### src/rtl/aes_decipher_core.sv
// Iterative AES-128/192/256 inverse cipher. InvSubBytes goes byte-serially through an
// external inverse S-Box ROM; round keys come from an external memory addressed by 'round'.
module aes_decipher_core #(
    parameter int ROM_LAT = 1
) (
    input  logic         clk,
    input  logic         reset,
    input  logic         next,
    input  logic [1:0]   keylen,
    input  logic [127:0] block,
    output logic [3:0]   round,
    input  logic [127:0] round_key,
    output logic [127:0] new_block,
    output logic         ready,
    output logic [7:0]   rom_addr,
    input  logic [7:0]   rom_data,
    output logic         rom_ce_n,
    output logic         rom_oe_n
);

    typedef enum logic [2:0] {
        S_IDLE, S_LOAD, S_INIT, S_SHIFT, S_SUB, S_ADDKEY, S_MIX, S_DONE
    } state_t;

    localparam logic [4:0] LAT5     = 5'(ROM_LAT);
    localparam logic [4:0] SUB_LAST = 5'(16 + ROM_LAT - 1);

    state_t       r_fsm;
    state_t       w_fsmNext;
    logic [127:0] r_state;
    logic [3:0]   r_round;
    logic [3:0]   r_nr;
    logic [4:0]   r_cnt;
    logic [127:0] r_newBlock;
    logic         r_ready;
    logic [3:0]   w_nr;
    logic         w_issue;
    logic         w_capture;
    logic [3:0]   w_capIdx;

    function automatic logic [7:0] xt(input logic [7:0] b);
        return {b[6:0], 1'b0} ^ (b[7] ? 8'h1b : 8'h00);
    endfunction

    // Multiples 9/b/d/e built from the xtime chain x2, x4, x8.
    function automatic logic [31:0] invMixCol(input logic [31:0] c);
        logic [7:0] a [4];
        logic [7:0] x2 [4];
        logic [7:0] x4 [4];
        logic [7:0] x8 [4];
        logic [7:0] m9 [4];
        logic [7:0] mb [4];
        logic [7:0] md [4];
        logic [7:0] me [4];
        for (int k = 0; k < 4; k++) begin
            a[k]  = c[31-8*k -: 8];
            x2[k] = xt(a[k]);
            x4[k] = xt(x2[k]);
            x8[k] = xt(x4[k]);
            m9[k] = x8[k] ^ a[k];
            mb[k] = x8[k] ^ x2[k] ^ a[k];
            md[k] = x8[k] ^ x4[k] ^ a[k];
            me[k] = x8[k] ^ x4[k] ^ x2[k];
        end
        return {me[0] ^ mb[1] ^ md[2] ^ m9[3],
                m9[0] ^ me[1] ^ mb[2] ^ md[3],
                md[0] ^ m9[1] ^ me[2] ^ mb[3],
                mb[0] ^ md[1] ^ m9[2] ^ me[3]};
    endfunction

    function automatic logic [127:0] invMixColumns(input logic [127:0] s);
        return {invMixCol(s[127:96]), invMixCol(s[95:64]),
                invMixCol(s[63:32]),  invMixCol(s[31:0])};
    endfunction

    // Byte index is row + 4*column; row r moves right by r columns.
    function automatic logic [127:0] invShiftRows(input logic [127:0] s);
        logic [127:0] o;
        o = '0;
        for (int r = 0; r < 4; r++) begin
            for (int c = 0; c < 4; c++) begin
                o[127-8*(r+4*((c+r)%4)) -: 8] = s[127-8*(r+4*c) -: 8];
            end
        end
        return o;
    endfunction

    always_comb begin
        case (keylen)
            2'd1:    w_nr = 4'd12;
            2'd2:    w_nr = 4'd14;
            default: w_nr = 4'd10;
        endcase
    end

    always_ff @(posedge clk or posedge reset) begin
        if (reset) r_fsm <= S_IDLE;
        else       r_fsm <= w_fsmNext;
    end

    always_comb begin
        w_fsmNext = r_fsm;
        case (r_fsm)
            S_IDLE:   if (next) w_fsmNext = S_LOAD;
            S_LOAD:   w_fsmNext = S_INIT;
            S_INIT:   w_fsmNext = S_SHIFT;
            S_SHIFT:  w_fsmNext = S_SUB;
            S_SUB:    if (r_cnt == SUB_LAST) w_fsmNext = S_ADDKEY;
            S_ADDKEY: w_fsmNext = (r_round == 4'd0) ? S_DONE : S_MIX;
            S_MIX:    w_fsmNext = S_SHIFT;
            S_DONE:   w_fsmNext = S_IDLE;
            default:  w_fsmNext = S_IDLE;
        endcase
    end

    // Addresses go out in SUB cycles 0..15; data for byte k lands ROM_LAT cycles later.
    always_comb begin
        w_issue   = (r_fsm == S_SUB) && !r_cnt[4];
        w_capture = (r_fsm == S_SUB) && (r_cnt >= LAT5);
        w_capIdx  = 4'(r_cnt - LAT5);
        rom_addr  = w_issue ? r_state[{~r_cnt[3:0], 3'b000} +: 8] : 8'h00;
        rom_ce_n  = !w_issue;
        rom_oe_n  = !w_issue;
    end

    always_ff @(posedge clk or posedge reset) begin
        if (reset) begin
            r_state    <= '0;
            r_round    <= '0;
            r_nr       <= '0;
            r_cnt      <= '0;
            r_newBlock <= '0;
            r_ready    <= 1'b1;
        end else begin
            case (r_fsm)
                S_IDLE: begin
                    if (next) begin
                        r_state <= block;
                        r_nr    <= w_nr;
                        r_round <= w_nr;
                        r_ready <= 1'b0;
                    end
                end
                S_INIT: begin
                    r_state <= r_state ^ round_key;
                    r_round <= r_nr - 4'd1;
                end
                S_SHIFT: begin
                    r_state <= invShiftRows(r_state);
                    r_cnt   <= '0;
                end
                S_SUB: begin
                    r_cnt <= r_cnt + 5'd1;
                    if (w_capture) r_state[{~w_capIdx, 3'b000} +: 8] <= rom_data;
                end
                S_ADDKEY: r_state <= r_state ^ round_key;
                S_MIX: begin
                    r_state <= invMixColumns(r_state);
                    r_round <= r_round - 4'd1;
                end
                S_DONE: begin
                    r_newBlock <= r_state;
                    r_ready    <= 1'b1;
                    r_round    <= '0;
                end
                default: ;
            endcase
        end
    end

    assign round     = r_round;
    assign new_block = r_newBlock;
    assign ready     = r_ready;

endmodule

### config.mk
export PLATFORM = sky130hd
export DESIGN_NAME = aes_decipher_core
export DESIGN_NICKNAME = d
export VERILOG_FILES = /design/src/rtl/aes_decipher_core.sv
export SDC_FILE = /design/constraint.sdc
export NUM_CORES = 2
export LEC_CHECK = 0
export CAP_MARGIN = 10
export CORE_ASPECT_RATIO = 0.8
export CORE_UTILIZATION = 45
export CTS_CLUSTER_SIZE = 8
export DETAILED_ROUTE_END_ITERATION = 12
export PLACE_DENSITY = 0.71
export SYNTH_ARGS = -nofsm -noshare
export SYNTH_HDL_FRONTEND = slang
export SYNTH_SLANG_ARGS = --single-unit
### constraint.sdc
create_clock -name clk -period 29.6 [get_ports clk]
set_clock_uncertainty 0.15 [all_clocks]
set_input_delay 5.92 -clock clk [delete_from_list [all_inputs] [get_ports clk]]
set_output_delay 5.92 -clock clk [all_outputs]
set_load 0.03 [all_outputs]
== Word level (Yosys, flattened, before mapping) ==
Index checks and enable logic that the tools add are counted.
W data, S select, Z words.
Storage, ports and cells
  register bits after elaboration: 273
  input port bits: 269
  output and inout bits: 143
  word-level logic and storage cells: 308
Operators by class
  add/sub/neg operators: 5
  order comparisons: 1
  equal/unequal tests: 13
  shift-type cells: 3
  mux-type cells: 63
  bitwise operators: 196
  reduce and logical (&&, ||, !) cells: 19
Operator list (number)
  $xor A8 B8 Y8: 144
  $pmux W128 S5: 1
  $xor A8 B5 Y8: 48
  $mux W128: 2
  $mux W5: 48
  $bwmux W128: 1
  $shift A8 B9 Y128 const A: 1
  $shiftx A128 B8 Y8: 1
  $shiftx A8 B9 Y128: 1
  $xor A128 B128 Y128: 1
  $pmux W3 S7: 1
  $pmux W4 S4: 1
  $eq A3 B3 Y1 const B: 4
  $sub A4 B1 Y4 const B: 3
  $pmux W5 S2: 1
  $neg A7 Y9: 1
  $mux W8: 1
  $not A4 Y4: 2
  $reduce_and A2 Y1: 4
  $reduce_bool A4 Y1: 2
  $eq A3 B2 Y1 const B: 2
  $mux W3: 2
  $ne A2 B2 Y1 const B: 3
  $pmux W3 S2: 1
  19 further kinds: 24

== Logic depth before layout (Yosys ltp) ==
  word-level depth: 12
  depth in mapped cells: 11

== Worst setup path before layout ==
No wires, ideal clock.
  kind: reg2out
  from: register r_cnt[0]
  to: output rom_addr[1]
  arrival: 2.369 ns
  data required time: 23.530 ns
  setup slack: 21.161 ns
  cell stages (with the launch flop): 6
  path buffers: 2
  cells stage by stage: dfrtp_1 buf_2 buf_1 mux4_1 mux4_2 nor2b_1
On the way
  longest elaborated chain between the ends: 3
Ends and longest elaborated chain
  start, declared: line 33  | logic [4:0] r_cnt;
  start signal, assigned: line 153  | r_cnt <= r_cnt + 5'd1;
  $not A4 Y4: line 121  | rom_addr = w_issue ? r_state[{~r_cnt[3:0], 3'b000} +: 8] : 8'h00;
  $shiftx A128 B8 Y8: line 121
  $mux W8: line 121
  end, declared: line 15  | output logic [7:0] rom_addr,
Every way passes these cells.

== Final worst setup path ==
  from: register r_cnt[0]
  to: output rom_addr[7]
Same word-level chain as after synthesis.

==> metrics.cfg <==
[floorplan]
die_area_um2=60850
die_y_um=220.8
initial_utilization_pct=45.96
rows=79
coreArea_um2=58620
die_w_um=275.6
ios=412

[synthesis]
synth_top_area_cell=dfrtp_1
avgSynthCellArea_um2=9.697
ys_seq_area_share_pct=25.27
synth_area_um2=26940
syn_inst=2778
synth_flop_cell=dfrtp_1
yosysWarnings=0
synth_fp_nets=3055
ys_types=76
netlist_top_cells_area=dfrtp_1, xnor2_1, xor2_1, xnor3_1, mux2_2
synthArstFlopShare_pct=100.0
synth_edf_count=0
synth-seq-cells=272
synth_top_area_share_pct=25.17

[route]
wl_met2_um=53180
wl_um=129400
vias=24740
maxUsedRoutingLayer=met5
drtIter0Drc=3820
met3_length_um=18020
ant_nets=0
drtPass1Iterations=6
wl_per_cell_um=33.88
via_per_inst=6.474
m1WireLength_um=51660
post-route-drc-count=0

[global_routing]
grt_max_degree=93
track_usage_pct=41.73
antenna_found_initial=12
grt_pass1_wl_um=181700
grt_pass1_vias=24110
grt_overflow=0

[timing]
slew_violations=0
rsz0062_at_grt=false
max_freq_mhz=99.46
setup_viol=0
fin_tns_setup_ns=0
slew-limit-headroom_pct=20.01
final-hold-violation-count=0
post-route-period-util_pct=33.97
holdWs_ns=0.3441
worst_pin_slew_ns=1.197
fin_crit_ns=10.05

[worst_setup_path]
r2r-start=r_cnt[0]
worstPathRequired_ns=23.53
critPathArrivalTime_ns=3.98
cp_max_fo=36
start_kind=flip-flop
setup.worst_path.class=reg2out
regToRegSetupSlack_ns=24.45
ff2ff_path_depth=10
end_kind=output port
crit_start=r_cnt[0]
timing.rr.end=r_state[40]

[clocking]
clock_sinks=272
cts_tree=yes
path_clk_slew_ns=0.06
post_cts_buffers=0
htree_levels=2
cts_buffer_depth=3
hold_buffers=0
cts_resized=0
cts_root_buf=clkbuf_16
clkLatencyLatePin_ns=0.57
cts_buffers=40

[finish]
fillers=5111
multi_input_area_um2=18870
fin_cells=3821
syn2layout_area_growth_pct=21.09
nets=3312
regArea_um2=6810
final_layout_size_suffix_gt1_share_pct=11.98

[placed_design]
post-place-cells=3762
globalplace.congestion=1.045
hpwl_um=95310
io_buffers=411

[min_path]
min_to=r_nr[3]
min_from=r_nr[3]
min_path_cells=1
hold_path.class=reg2reg

[status]
status=finished clean

[run]
maxCapViolations=0

-- metrics by stage --
stage,util [%],worst slack (ns),cell area [µm²]
finish,55.65,19.55,32620
global route,55.62,19.46,32600
CTS,55.62,19.59,32600
detailed placement,53.75,20.19,31500
global placement,53.75,20.25,31500
floorplan,-,16.04,26940
-- cells in the final DEF, fill, tap and decap left out, types with 15 or more instances in the layout --
| cell type | n |
|---|---|
| xnor3_1 | 78 |
| o22ai_1 | 151 |
| clkbuf_16 | 41 |
| mux2i_1 | 115 |
| o21ai_0 | 180 |
| xor2_1 | 247 |
| nor2_1 | 108 |
| xnor2_1 | 583 |
| and3_1 | 17 |
| clkdlybuf4s50_1 | 411 |
| nand2_1 | 154 |
| and2_1 | 19 |
| o221ai_1 | 67 |
| mux4_2 | 38 |
| buf_4 | 94 |
| mux2_2 | 134 |
| dfrtp_1 | 269 |
| a21oi_1 | 89 |
| o31ai_1 | 19 |
| nor2b_1 | 15 |
-- worst max path at each step --
stage	end	slack [ns]
2_1_floorplan	new_block[0]	16.04
3_3_place_gp	rom_addr[1]	20.25
3_5_place_dp	rom_addr[6]	20.19
4_1_cts	rom_addr[6]	19.59
5_1_grt	rom_addr[7]	19.46
6_report	rom_addr[7]	19.55
-- worst max-delay path, stage by stage (launching register included) --
cell             delay, ns
dfrtp_2               0.85
buf_4                 0.55
mux4_2                0.63
mux4_2                0.58
nor2b_1               0.17
clkdlybuf4s50_1       0.62
-- sequential cells by signal, indices dropped and copies added, names as in the netlist --
register	cells
new_block	128
r_state	128
ready	1
round	4
r_cnt	5
r_fsm	3
r_nr	3
-- synth_stat cells (all sizes together), types with 10 or more instances --
| cell | n |
|---|---|
| o21ai | 191 |
| clkbuf | 133 |
| nor2b | 16 |
| nor2 | 111 |
| xnor3 | 82 |
| a21oi | 93 |
| mux2 | 134 |
| nand2 | 160 |
| mux2i | 115 |
| nor3 | 10 |
| nand3 | 12 |
| o22ai | 151 |
| buf | 157 |
| xor2 | 250 |
| dfrtp | 271 |
| and2 | 19 |
| o31ai | 19 |
| xor3 | 11 |
| and3 | 17 |
| o221ai | 67 |
| xnor2 | 597 |
| mux4 | 40 |
-- per-layer routing --
metal	up-vias	track usage [%]
met3	365	15.01
met2	1932	58.45
met4	4	18.09
met5	-	0
li1	10200	-
met1	12240	57.33
-- kinds of logic after synthesis --
| family | Yosys count | synth area share [%] |
|---|---|---|
| XOR/XNOR | 940 | 35.99 |
| AO/OA/AOI/OAI | 592 | 13.79 |
| AND/OR/NAND/NOR | 377 | 6.308 |
| buffers and inverters | 300 | 5.026 |
| multiplexers | 289 | 13.25 |
| flip-flops | 272 | 25.27 |
| adder cells (fa/ha/maj) | 8 | 0.3716 |
-- cell type report --
type                    instances  share of cell area (%)
well taps                     769                   2.950
multi-input cells            2206                   57.84
flip-flops and latches        272                   20.88
repair buffers                505                   14.78
diodes                          6                 0.04603
inverters                      10                  0.1381
clock buffers                  53                   3.376
Power is not shown: default switching activity piles up to over one toggle a cycle in this logic, so the estimate is an artifact.
